File: src/rtl/bmp_stream_writer_pkg.sv
// Shared constants, FSM encoding and BMP header byte generator for the streaming writer.
// Header bytes are pure functions of the image geometry, so they fold to a small ROM.
package bmp_pkg;

  localparam int HDR_BYTES   = 54;
  localparam int INFO_SIZE   = 40;
  localparam int PPM         = 2835;
  localparam int PAL_BYTES   = 1024;
  localparam int PAL_ENTRIES = 256;
  localparam int BM_MAGIC    = 16'h4D42;

  typedef enum logic [2:0] {
    IDLE = 3'd0,
    HDR  = 3'd1,
    PAL  = 3'd2,
    PIX  = 3'd3,
    PAD  = 3'd4
  } state_t;

  function automatic logic [7:0] hdr_byte(input int unsigned idx, input int unsigned w,
                                          input int unsigned h, input int unsigned ch);
    int unsigned rowb;
    int unsigned pad;
    int unsigned img;
    int unsigned off;
    int unsigned base;
    logic [31:0] val;
    logic [31:0] sh;
    rowb = w * ch;
    pad  = (4 - rowb % 4) % 4;
    img  = (rowb + pad) * h;
    off  = HDR_BYTES + ((ch == 1) ? PAL_BYTES : 0);
    val  = '0;
    // Each field is located by its base offset; 16-bit fields simply never reach their top bytes.
    if (idx < 2) begin
      base = 0;  val = BM_MAGIC;
    end else if (idx < 6) begin
      base = 2;  val = off + img;
    end else if (idx < 10) begin
      base = 6;  val = '0;
    end else if (idx < 14) begin
      base = 10; val = off;
    end else if (idx < 18) begin
      base = 14; val = INFO_SIZE;
    end else if (idx < 22) begin
      base = 18; val = w;
    end else if (idx < 26) begin
      base = 22; val = 32'd0 - h;
    end else if (idx < 28) begin
      base = 26; val = 32'd1;
    end else if (idx < 30) begin
      base = 28; val = ch * 8;
    end else if (idx < 34) begin
      base = 30; val = '0;
    end else if (idx < 38) begin
      base = 34; val = img;
    end else if (idx < 42) begin
      base = 38; val = PPM;
    end else if (idx < 46) begin
      base = 42; val = PPM;
    end else if (idx < 50) begin
      base = 46; val = (ch == 1) ? PAL_ENTRIES : 0;
    end else begin
      base = 50; val = '0;
    end
    sh = val >> (8 * (idx - base));
    return sh[7:0];
  endfunction

endpackage

File: src/rtl/bmp_beat_serializer.sv
// One-beat holding register that drains PPB*CH bytes, pixel 0 first, B,G,R (or Y) per pixel.
// First byte the cycle after load; holds while out_ready is low; reloads one cycle after drain.
module bmp_beat_serializer #(
  parameter int PPB = 2,
  parameter int CH  = 3
) (
  input  logic                  clk,
  input  logic                  rst,
  input  logic                  enable,
  input  logic                  in_valid,
  output logic                  in_ready,
  input  logic [PPB*CH*8-1:0]   in_data,
  output logic                  out_valid,
  input  logic                  out_ready,
  output logic [7:0]            out_data,
  output logic                  out_last
);

  localparam int NB = PPB * CH;
  localparam int SW = (NB > 1) ? $clog2(NB) : 1;
  localparam logic [SW-1:0] SEL_LAST = SW'(NB - 1);

  logic [NB*8-1:0] hold;
  logic [NB*8-1:0] ordered;
  logic            hold_valid;
  logic [SW-1:0]   sel;

  // Reorder at load time so draining is a plain byte index into the holding register.
  always_comb begin
    ordered = '0;
    for (int p = 0; p < PPB; p++) begin
      for (int c = 0; c < CH; c++) begin
        ordered[(p*CH + c)*8 +: 8] = in_data[(p*CH + CH - 1 - c)*8 +: 8];
      end
    end
  end

  assign in_ready  = enable & ~hold_valid;
  assign out_valid = hold_valid;
  assign out_data  = 8'(hold >> {sel, 3'b000});
  assign out_last  = hold_valid & (sel == SEL_LAST);

  always_ff @(posedge clk) begin
    if (rst) begin
      hold       <= '0;
      hold_valid <= 1'b0;
      sel        <= '0;
    end else if (in_valid && in_ready) begin
      hold       <= ordered;
      hold_valid <= 1'b1;
      sel        <= '0;
    end else if (hold_valid && out_ready) begin
      if (sel == SEL_LAST) begin
        hold_valid <= 1'b0;
        sel        <= '0;
      end else begin
        sel <= sel + 1'b1;
      end
    end
  end

endmodule

File: src/rtl/bmp_stream_writer.sv
// Streams a top-down BMP file (header, optional grey palette, padded pixel rows) as bytes.
// Header/palette/pad bytes are offered every cycle; pixel bytes follow one-beat buffering; out_ready stalls all.
module bmp_stream_writer
  import bmp_pkg::*;
#(
  parameter int WIDTH  = 512,
  parameter int HEIGHT = 512,
  parameter int CH     = 3,
  parameter int PPB    = 2
) (
  input  logic                  HCLK,
  input  logic                  HRESET,
  input  logic                  start,
  input  logic                  in_valid,
  output logic                  in_ready,
  input  logic [PPB*CH*8-1:0]   in_data,
  output logic                  out_valid,
  input  logic                  out_ready,
  output logic [7:0]            out_data,
  output logic                  out_last,
  output logic                  busy,
  output logic                  frame_done
);

  localparam int ROWB    = WIDTH * CH;
  localparam int PAD_N   = (4 - ROWB % 4) % 4;
  localparam bit HAS_PAD = (PAD_N != 0);
  localparam int BEATS   = WIDTH / PPB;
  localparam int FW      = $clog2(PAL_BYTES);
  localparam int BW      = $clog2(BEATS + 1);
  localparam int RW      = $clog2(HEIGHT + 1);

  localparam logic [FW-1:0] HDR_LAST  = FW'(HDR_BYTES - 1);
  localparam logic [FW-1:0] PAL_LAST  = FW'(PAL_BYTES - 1);
  localparam logic [FW-1:0] PAD_LAST  = FW'(HAS_PAD ? PAD_N - 1 : 0);
  localparam logic [BW-1:0] BEAT_LAST = BW'(BEATS - 1);
  localparam logic [RW-1:0] ROW_LAST  = RW'(HEIGHT - 1);

  state_t          state;
  logic [FW-1:0]   fcnt;
  logic [BW-1:0]   col;
  logic [RW-1:0]   row;

  logic            pix_mode;
  logic            ser_valid;
  logic [7:0]      ser_data;
  logic            ser_last;
  logic            gen_valid;
  logic [7:0]      gen_data;
  logic            fire;
  logic            row_end;
  logic            last_row;

  assign pix_mode = (state == PIX);

  bmp_beat_serializer #(
    .PPB (PPB),
    .CH  (CH)
  ) u_ser (
    .clk       (HCLK),
    .rst       (HRESET),
    .enable    (pix_mode),
    .in_valid  (in_valid),
    .in_ready  (in_ready),
    .in_data   (in_data),
    .out_valid (ser_valid),
    .out_ready (out_ready),
    .out_data  (ser_data),
    .out_last  (ser_last)
  );

  always_comb begin
    gen_valid = 1'b0;
    gen_data  = 8'h00;
    case (state)
      HDR: begin
        gen_valid = 1'b1;
        gen_data  = hdr_byte(32'(fcnt), WIDTH, HEIGHT, CH);
      end
      PAL: begin
        gen_valid = 1'b1;
        gen_data  = (fcnt[1:0] == 2'd3) ? 8'h00 : fcnt[9:2];
      end
      PAD: gen_valid = 1'b1;
      default: ;
    endcase
  end

  assign out_valid = pix_mode ? ser_valid : gen_valid;
  assign out_data  = pix_mode ? ser_data  : gen_data;
  assign fire      = out_valid & out_ready;
  assign last_row  = (row == ROW_LAST);
  // A row ends on its final pad byte, or on its final pixel byte when rows need no padding.
  assign row_end   = (pix_mode && !HAS_PAD && ser_last && col == BEAT_LAST) ||
                     (state == PAD && fcnt == PAD_LAST);
  assign out_last  = out_valid & row_end & last_row;

  always_ff @(posedge HCLK) begin
    if (HRESET) begin
      state      <= IDLE;
      fcnt       <= '0;
      col        <= '0;
      row        <= '0;
      busy       <= 1'b0;
      frame_done <= 1'b0;
    end else begin
      frame_done <= 1'b0;
      case (state)
        IDLE: begin
          if (start) begin
            state <= HDR;
            busy  <= 1'b1;
          end
        end
        HDR: begin
          if (fire) begin
            if (fcnt == HDR_LAST) begin
              fcnt  <= '0;
              state <= (CH == 1) ? PAL : PIX;
            end else begin
              fcnt <= fcnt + 1'b1;
            end
          end
        end
        PAL: begin
          if (fire) begin
            if (fcnt == PAL_LAST) begin
              fcnt  <= '0;
              state <= PIX;
            end else begin
              fcnt <= fcnt + 1'b1;
            end
          end
        end
        PIX: begin
          if (fire && ser_last) begin
            if (col == BEAT_LAST) begin
              col <= '0;
              if (HAS_PAD) state <= PAD;
            end else begin
              col <= col + 1'b1;
            end
          end
        end
        PAD: begin
          if (fire) begin
            fcnt <= (fcnt == PAD_LAST) ? '0 : fcnt + 1'b1;
          end
        end
        default: state <= IDLE;
      endcase

      // Row advance overrides the per-state next state above.
      if (fire && row_end) begin
        if (last_row) begin
          state      <= IDLE;
          row        <= '0;
          busy       <= 1'b0;
          frame_done <= 1'b1;
        end else begin
          row   <= row + 1'b1;
          state <= PIX;
        end
      end
    end
  end

endmodule

File: config.mk
export PLATFORM = sky130hd
export DESIGN_NAME = bmp_stream_writer
export DESIGN_NICKNAME = d
export VERILOG_FILES = /design/src/rtl/bmp_stream_writer_pkg.sv /design/src/rtl/bmp_beat_serializer.sv /design/src/rtl/bmp_stream_writer.sv
export SDC_FILE = /design/constraint.sdc
export NUM_CORES = 1
export LEC_CHECK = 0
export ABC_CLOCK_PERIOD_IN_PS = 6500
export CORE_MARGIN = 5
export CORE_UTILIZATION = 45
export CTS_BUF_LIST = sky130_fd_sc_hd__clkbuf_8
export DETAILED_ROUTE_END_ITERATION = 8
export PLACE_DENSITY = 0.68
export SYNTH_ARGS = -nofsm -noshare
export SYNTH_HDL_FRONTEND = slang
export SYNTH_SLANG_ARGS = --single-unit
File: constraint.sdc
create_clock -name HCLK -period 6.5 [get_ports HCLK]
set_input_delay 0.65 -clock HCLK [delete_from_list [all_inputs] [get_ports HCLK]]
set_output_delay 0.65 -clock HCLK [all_outputs]
set_load 0.05 [all_outputs]
==> impl_metrics.csv, run 1 <==
group,metric,value,unit
run_status,run_status,"finished, final reports clean",
placed_design,hpwl,8.81,mm
logic_synthesis,yosysWarningCount,0,
logic_synthesis,synth_cell_type_count,68,
setup_path,critPathTopFamily,"simple AND/OR/NAND/NOR gates",
grt,antenna_found_initial,0,
detailed_routing,num_vias,4341,
detailed_routing,firstDrtPassIters,5,
pwr,irDropWorstVdd,0.000134,V
detailed_routing,wl_per_cell,15.3,µm
setup_path,cpPeakStageDelay,0.85,ns
pwr,powerDensity,259,nW/µm²
detailed_routing,drc,0,
finish,final_nets,715,
die,ios,66,
detailed_routing,wl_met3,627,µm
die,die_w,113,µm
grt,grt_pass1_vias,4174,
run,drv_cap,0,
logic_synthesis,yosys.area_share.adder,0.0459,
clocking,cts-htree-levels,3,
die,start_util,0.463,
logic_synthesis,synth-xor-area-share,0.0420,
logic_synthesis,async_flop_share,0,
clocking,cts_buffers,9,
grt,grt_max_degree,64,
logic_synthesis,synth_mux_area_frac,0.0618,
pwr,leakage,1.84,nW
finish,regArea,1700,µm²
placed_design,globalplace.congestion,0.892,
logic_synthesis,syn_inst,608,
detailed_routing,ant_nets,0,
logic_synthesis,synth_compound_area_frac,0.180,
sta,final-hold-violation-count,0,
finish,n_antenna_cell,0,
detailed_routing,totalWireLength,12.0,mm
detailed_routing,met2WireLength,5.51,mm
grt,grt_overflow,0,
pwr,total_power,1.46,mW
setup_path,crit_chain,"or4_4 -> nor3_4 -> o211ai_1 -> ha_1 -> fa_1 -> nor2b_1 -> o21a_1 -> o21ai_0 -> and3_1 -> ha_1 -> nand3_1 -> nor4b_1 -> o2111ai_2 -> o31ai_1 -> clkdlybuf4s50_1",
die,die-area,12800,µm²
detailed_routing,dr.first_iter.drc_count,282,
setup_path,path_max_fanout,8,
setup_path,worstPathArrival,5.11,ns
die,fp.dieH,113,µm
clocking,cts_resized,0,
clocking,cts_setup_buffers,0,
clocking,cts.sinks,85,
setup_path,cp-start-kind,"flop",
grt,track_usage,0.187,
setup_path,crit_path_end_kind,"primary output",
sta,tns,0,ns
logic_synthesis,synth_edf_count,0,
sta,fmax,174,MHz
clocking,cts_root_buf,"clkbuf_8",
clocking,clk_pin_slew,0.08,ns
die,placementRows,37,
placed_design,port_buffers,65,
logic_synthesis,synth_ff_type,"dfxtp_1",
sta,finalMaxSlewViolations,0,
logic_synthesis,syn-num-nets,678,
logic_synthesis,yosys.area_share.simple,0.258,
setup_path,crit_top_cell,"ha_1",
detailed_routing,via_per_inst,5.52,
worst_hold_path,hold_path.class,"reg2reg",
grt,grt_pass1_wl,20.0,mm
sta,slew_headroom,0.241,
setup_path,path_buf_inv,1,
logic_synthesis,synth_area,4800,µm²
clocking,cts_tree,"yes",
setup_path,cp_slowest_cell,"clkdlybuf4s50_1",
sta,grt_setup_unrepaired,"no",
sta,worstMarginPinSlew,1.14,ns
setup_path,critical_path_class,"reg2out",
detailed_routing,met1Wirelength,5.74,mm
sta,whs,0.457,ns
sta,fin_skew,0.0147,ns
clocking,ctsHoldBuffers,0,
finish,syn2layout_area_growth,17.6,%
sta,min_period,5.76,ns
finish,drive_gt1_frac,0.0708,
logic_synthesis,postSynthAreaPerCell,7.89,µm²
finish,nFillCells,1004,
sta,finalSetupViolations,0,
die,core,10400,µm²
clocking,ctsLongestPathBuffers,2,
logic_synthesis,ys_seq_area_frac,0.355,
setup_path,crit_required,5.85,ns
detailed_routing,top_layer_used,"met4",
logic_synthesis,synth_top_family_by_area,"simple AND/OR/NAND/NOR gates",
logic_synthesis,ys_ff_latch,85,
sta,period_share,0.886,
finish,multi_input_comb_area,2820,µm²
clocking,clk_latency,0.36,ns
-- layout by cell type (no fill, tap or decap), types with 3 or more instances in the layout --
master	instances
o21ai_0	18
a311oi_1	4
clkdlybuf4s50_1	64
a31oi_1	4
a22oi_1	7
nand4_1	8
nor2b_1	7
and3_1	3
xnor2_1	11
and2_1	5
nor4_1	7
nand3_1	15
nor2_1	38
buf_4	4
clkbuf_8	9
ha_1	16
o31ai_1	6
inv_1	23
nand2b_1	5
nand2_1	127
mux2i_1	9
nor3_1	17
dfxtp_1	85
mux4_2	8
nand3b_1	5
o22ai_1	9
a21oi_1	69
xor2_1	12
-- worst register-to-register path, delay by kind of cell, from the launching register on --
family,cells,cell delay (ns)
simple gates,3,0.89
mux,1,0.34
flops,1,1.08
compound gates,2,0.48
-- where the power goes --
part / internal (mW) / total (mW) / switching [mW]
Clock: 0.180 / 0.378 / 0.198
Combinational: 0.205 / 0.504 / 0.299
Sequential: 0.546 / 0.582 / 0.0367
-- final timing paths --
check / from / to / slack [ns] / depth (start not counted)
max: fcnt[6] / out_data[2] / 0.74 / 15
min reg2reg: u_ser.hold[47] / u_ser.hold[47] / 0.46 / 2
max reg2reg: u_ser.sel[0] / state[0] / 3.61 / 6
min: u_ser.hold[47] / u_ser.hold[47] / 0.46 / 2
-- layer usage --
| layer | vias up | GRT usage |
|---|---|---|
| li1 | 2205 | - |
| met5 | - | 0 |
| met2 | 122 | 0.299 |
| met3 | 15 | 0.0374 |
| met1 | 1999 | 0.262 |
| met4 | 0 | 0.0385 |
-- flip-flops by register name, summed over array words and instances, names as in the netlist --
name and flops:
u_ser.hold 48, state 2, frame_done 1, col 9, fcnt 10, row 10, u_ser.sel 3, u_ser.out_valid 1
busy 1
-- synthesized netlist by cell type (all sizes together) (4+ instances only) --
cell / number / area (µm²)
mux2i: 9 / 90.1
clkbuf: 28 / 105
o31ai: 6 / 45.0
nand2b: 5 / 31.3
nor3: 18 / 101
dfxtp: 85 / 1700
nor4: 8 / 65.1
and2: 5 / 31.3
buf: 15 / 91.3
nand2: 127 / 477
mux4: 8 / 180
nor2b: 7 / 43.8
nand4: 9 / 62.6
o22ai: 9 / 56.3
a311oi: 4 / 35.0
nand3b: 5 / 37.5
a21oi: 70 / 354
o21ai: 21 / 116
inv: 22 / 82.6
xnor2: 11 / 96.3
or4: 4 / 37.5
xor2: 12 / 105
nand3: 16 / 85.1
a31oi: 4 / 25.0
nor2: 40 / 155
a22oi: 7 / 52.6
ha: 16 / 200
-- layout make-up --
| type | count | area share |
|---|---|---|
| multi-input combinational | 458 | 0.499 |
| sequential | 85 | 0.301 |
| timing repair buffer | 69 | 0.120 |
| tap | 136 | 0.0301 |
| clock buffer | 9 | 0.0219 |
| inverter | 22 | 0.0146 |
| clock inverter | 7 | 0.0129 |
-- metrics by stage --
step	cell area [µm²]	util	worst slack (ns)	instances
after global placement	5450	0.525	1.29	770
after CTS	5640	0.544	0.799	786
after global routing	5640	0.544	0.422	786
after detailed placement	5450	0.525	1.19	770
final	5640	0.544	0.739	786
after floorplan	4800	-	1.31	608
-- logic make-up after synthesis --
group,after synthesis
DFF,85
adders and majority gates,17
and+or+nand+nor,258
AOI/OAI and AO/OA,141
buffers and inverters,65
muxes,19
xor gates and xnor gates,23
No activity file was read; power rests on OpenSTA's default activity.
==> run 2, diff against run 1 <==
--- a/config.mk
+++ b/config.mk
@@ -11,6 +11,7 @@
 export CTS_BUF_LIST = sky130_fd_sc_hd__clkbuf_8
 export DETAILED_ROUTE_END_ITERATION = 8
 export PLACE_DENSITY = 0.68
+export REMOVE_ABC_BUFFERS = 1
 export SYNTH_ARGS = -nofsm -noshare
 export SYNTH_HDL_FRONTEND = slang
 export SYNTH_SLANG_ARGS = --single-unit
==> impl_metrics.csv, run 2 (synthesized netlist as in run 1, its figures left out) <==
group,metric,value,unit
pwr,leakage,1.85,nW
run_status,run_status,"finished, final reports clean",
setup_path,crit_required,5.85,ns
finish,final_nets,718,
placed_design,port_buffers,65,
die,die_w,113,µm
sta,tns,0,ns
grt,antenna_found_initial,0,
setup_path,cpPeakStageDelay,0.88,ns
setup_path,cp-start-kind,"flop",
clocking,ctsLongestPathBuffers,2,
sta,finalMaxSlewViolations,0,
pwr,power.internal,0.943,mW
run,drv_cap,0,
pwr,pwr-share-clk,0.267,
sta,fin_skew,0.00852,ns
sta,final-hold-violation-count,0,
pwr,p_seq_frac,0.394,
clocking,clk_pin_slew,0.09,ns
detailed_routing,drc,0,
clocking,ctsHoldBuffers,0,
grt,grt_pass1_vias,4149,
detailed_routing,dr.first_iter.drc_count,217,
setup_path,critical_path_class,"reg2out",
detailed_routing,via_per_inst,5.52,
sta,worstMarginPinSlew,0.729,ns
clocking,cts_buffers,9,
finish,regMostFlops,"u_ser.hold",
pwr,total_power,1.48,mW
detailed_routing,firstDrtPassIters,5,
sta,finalSetupViolations,0,
sta,grt_setup_unrepaired,"no",
sta,min_period,5.99,ns
placed_design,globalplace.congestion,0.863,
setup_path,path_max_fanout,8,
die,fp.dieH,113,µm
setup_path,crit_path_end_kind,"primary output",
finish,drive_gt1_frac,0.0766,
finish,final_cell_mix,"nand2_1, dfxtp_1, a21oi_1",
clocking,cts_resized,0,
clocking,cts_setup_buffers,0,
setup_path,worstPathArrival,5.34,ns
detailed_routing,ant_nets,0,
setup_path,cp_slowest_cell,"clkdlybuf4s50_1",
placed_design,hpwl,8.31,mm
pwr,irDropWorstVdd,0.000119,V
die,core,10400,µm²
setup_path,crit_top_cell,"ha_1",
sta,period_share,0.922,
grt,grt_max_degree,64,
pwr,powerDensity,260,nW/µm²
detailed_routing,totalWireLength,11.6,mm
clocking,cts.sinks,85,
sta,fmax,167,MHz
die,placementRows,37,
pwr,power.switching,0.533,mW
die,die-area,12800,µm²
sta,slew_headroom,0.514,
detailed_routing,num_vias,4355,
worst_hold_path,hold_path.class,"reg2reg",
clocking,cts_root_buf,"clkbuf_8",
finish,largest_reg_flops,48,
die,ios,66,
pwr,power_frac_comb,0.340,
grt,grt_overflow,0,
clocking,cts-htree-levels,3,
clocking,cts_tree,"yes",
finish,reg.largest.list,"u_ser.hold: 48 flops, fcnt: 10 flops, row: 10 flops",
finish,syn2layout_area_growth,18.3,%
clocking,clk_latency,0.36,ns
grt,grt_pass1_wl,19.5,mm
die,start_util,0.463,
finish,fin_util,0.548,
finish,n_antenna_cell,0,
grt,track_usage,0.182,
finish,final_common_cell,"nand2_1",
setup_path,crit_chain,"or4_4 -> nor3_4 -> o211ai_1 -> ha_1 -> fa_1 -> nor2b_1 -> o21a_1 -> o21ai_0 -> and3_1 -> ha_1 -> nand3_1 -> nor4b_1 -> o2111ai_2 -> o31ai_1 -> clkdlybuf4s50_1",
detailed_routing,wl_per_cell,14.7,µm
pwr,p_sw_frac,0.361,
## run 2: changes by cell type in the layout (fill, tap and decap cells not counted), sizes merged
| cell | before | now |
|---|---|---|
| clkinv | 2 | 1 |
| inv | 26 | 24 |
| clkinvlp | 0 | 2 |
| clkbuf | 9 | 10 |
| buf | 5 | 8 |
## run 2: power groups by stage
stage / registers (mW) / logic [mW] / clock network (mW)
floorplan: 0.590 / 0.335 / 0
global placement: 0.590 / 0.484 / 0
detailed placement: 0.592 / 0.493 / 0
CTS: 0.580 / 0.496 / 0.399
global route: 0.586 / 0.547 / 0.422
finish: 0.581 / 0.501 / 0.394
## run 2: worst paths after layout
| path | from | end | slack [ns] | depth (start not counted) |
|---|---|---|---|---|
| hold reg to reg | u_ser.hold[45] | u_ser.hold[45] | 0.45 | 2 |
| setup reg to reg | state[1] | state[0] | 3.90 | 7 |
| hold / removal | u_ser.hold[45] | u_ser.hold[45] | 0.45 | 2 |
| setup / recovery | fcnt[6] | out_data[0] | 0.51 | 15 |
## run 2: per-stage QoR
stage | setup slack (ns) | instance area [µm²] | cells | hold WS [ns]
2_1_floorplan | 1.30 | 4600 | 565 | 0.427
3_3_place_gp | 1.17 | 5470 | 773 | 0.440
3_5_place_dp | 0.988 | 5470 | 773 | 0.447
4_1_cts | 0.591 | 5680 | 789 | 0.459
5_1_grt | 0.224 | 5680 | 789 | 0.476
6_report | 0.508 | 5680 | 789 | 0.455
## run 2: layout make-up
type | count | area (µm²)
fillers | 1006 | 4690
multi-input cells | 458 | 2820
flip-flops and latches | 85 | 1700
repair buffers | 72 | 698
well taps | 136 | 170
clock buffers | 10 | 138
inverters | 22 | 82.6
clock inverters | 6 | 70.1
## run 2: critical path, delay by kind of cell (launching register included)
family | cells | cell delay, ns
AND/OR/NAND/NOR | 6 | 1.58
flip-flops | 1 | 0.41
AO/OA/AOI/OAI | 5 | 1.20
adder cells (fa/ha/maj) | 3 | 0.93
buffers and inverters | 1 | 0.88
## run 2: layer usage
metal	GRT usage	part of all wire	vias up
li1	-	-	2198
met1	0.257	0.48	2020
met2	0.279	0.46	123
met3	0.0401	0.049	14
met4	0.0505	0.014	0
met5	0	0	-
==> run 3, diff against run 2 <==
--- a/config.mk
+++ b/config.mk
@@ -10,8 +10,11 @@
 export CORE_UTILIZATION = 45
 export CTS_BUF_LIST = sky130_fd_sc_hd__clkbuf_8
 export DETAILED_ROUTE_END_ITERATION = 8
+export GPL_ROUTABILITY_DRIVEN = 0
 export PLACE_DENSITY = 0.68
+export RECOVER_POWER = 25
 export REMOVE_ABC_BUFFERS = 1
+export SKIP_CTS_REPAIR_TIMING = 1
 export SYNTH_ARGS = -nofsm -noshare
 export SYNTH_HDL_FRONTEND = slang
 export SYNTH_SLANG_ARGS = --single-unit
==> impl_metrics.csv, run 3 (synthesized netlist as in run 1, its figures left out) <==
group,metric,value,unit
finish,reg.largest.list,"u_ser.hold: 48 flops, fcnt: 10 flops, row: 10 flops",
grt,track_usage,0.184,
detailed_routing,ant_nets,0,
finish,final_nets,718,
pwr,total_power,1.45,mW
clocking,cts.sinks,85,
setup_path,cp-start-kind,"flop",
pwr,pwr-share-clk,0.255,
clocking,ctsLongestPathBuffers,2,
grt,grt.busiest_layer,"met2",
die,placementRows,37,
setup_path,critical_path_class,"reg2out",
finish,final_common_cell,"nand2_1",
die,fp.dieH,113,µm
worst_hold_path,hold_path.class,"reg2reg",
pwr,leakage,1.85,nW
pwr,p_sw_frac,0.354,
pwr,power.internal,0.935,mW
placed_design,hpwl,8.38,mm
finish,largest_reg_flops,48,
sta,fin_skew,0.0139,ns
setup_path,crit_required,5.85,ns
finish,n_antenna_cell,0,
sta,tns,0,ns
die,core,10400,µm²
grt,use_met3,0.0471,
sta,slew_headroom,-0.364,
pwr,irDropWorstVdd,0.000140,V
sta,period_share,0.900,
run_status,failed_checks,"max-capacitance violations, max-slew violations",
finish,drive_gt1_frac,0.0690,
pwr,power_frac_comb,0.344,
grt,grt_pass1_vias,4298,
setup_path,reg2regPathDepth,6,
detailed_routing,totalWireLength,11.6,mm
grt,grt_max_degree,64,
finish,final_cell_mix,"nand2_1, dfxtp_1, a21oi_1",
clocking,cts_buffers,9,
detailed_routing,firstDrtPassIters,7,
die,die_w,113,µm
sta,finalMaxSlewViolations,102,
detailed_routing,via_per_inst,5.52,
die,die-area,12800,µm²
placed_design,port_buffers,65,
grt,grtUsageMet1,0.244,
sta,min_period,5.85,ns
sta,finalSetupViolations,0,
sta,final-hold-violation-count,0,
clocking,clk_latency,0.36,ns
clocking,cts-htree-levels,3,
placed_design,pre_cts_ws,1.03,ns
clocking,clk_pin_slew,0.08,ns
detailed_routing,num_vias,4353,
sta,worstMarginPinSlew,2.05,ns
grt,grt_pass1_wl,19.7,mm
grt,antenna_found_initial,0,
setup_path,crit_path_end_kind,"primary output",
sta,setup_ws,0.651,ns
detailed_routing,dr.first_iter.drc_count,262,
grt,grt_overflow,0,
pwr,p_seq_frac,0.401,
grt,grtUsageMet2,0.295,
clocking,cts_tree,"yes",
clocking,cts_root_buf,"clkbuf_8",
detailed_routing,drc,0,
finish,regMostFlops,"u_ser.hold",
finish,syn2layout_area_growth,17.8,%
die,start_util,0.463,
pwr,power.switching,0.513,mW
detailed_routing,wl_per_cell,14.7,µm
die,ios,66,
pwr,powerDensity,256,nW/µm²
setup_path,worstPathArrival,5.20,ns
sta,whs,0.455,ns
run,drv_cap,2,
run_status,run_status,"finished, violations left",
worst_hold_path,whs_path_depth,2,
sta,grt_setup_unrepaired,"no",
sta,fmax,171,MHz
setup_path,path_max_fanout,9,
finish,nFillCells,1006,
-- run 3: per-layer routing --
layer,share of wire,vias up
met5,0,-
met2,0.47,120
met3,0.055,18
met4,0.015,0
li1,-,2199
met1,0.46,2016
-- run 3: final timing paths --
check | startpoint | end | slack, ns
hold reg to reg | u_ser.hold[5] | u_ser.hold[5] | 0.45
setup reg to reg | state[1] | u_ser.hold[5] | 3.20
hold / removal | u_ser.hold[5] | u_ser.hold[5] | 0.45
setup / recovery | fcnt[7] | out_data[0] | 0.65
-- run 3: power by group through the flow --
stage | Combinational (mW) | Sequential (mW) | Clock, mW
2_1_floorplan | 0.335 | 0.590 | 0
3_5_place_dp | 0.493 | 0.592 | 0
4_1_cts | 0.496 | 0.579 | 0.378
3_3_place_gp | 0.482 | 0.590 | 0
6_report | 0.498 | 0.580 | 0.369
5_1_grt | 0.545 | 0.585 | 0.401
-- run 3: area by class of cell --
class,count,area (µm²),share of cell area
inverters,22,82.6,0.0146
clock inverters,5,52.6,0.00930
flip-flops and latches,85,1700,0.301
multi-input cells,458,2820,0.498
clock buffers,10,138,0.0244
well taps,136,170,0.0301
repair buffers,72,691,0.122
-- run 3: worst max-delay path, cell delays in order (launching register included) --
cell             delay (ns)
dfxtp_1                0.43
or4_4                  0.62
nor3_4                 0.15
o211ai_1               0.12
ha_1                   0.23
fa_1                   0.42
nor2b_1                0.13
o21a_1                 0.16
o21ai_0                0.13
and3_1                 0.20
ha_1                   0.27
nand3_1                0.07
nor4b_1                0.31
o2111ai_2              0.32
o31ai_1                0.41
clkdlybuf4s50_1        0.87
-- run 3: metrics by stage --
step                instances  instance area, µm²  utilization
floorplan                 565                4600            -
global placement          773                5470        0.528
detailed placement        773                5470        0.528
CTS                       788                5660        0.546
global route              788                5650        0.545
finish                    788                5650        0.545
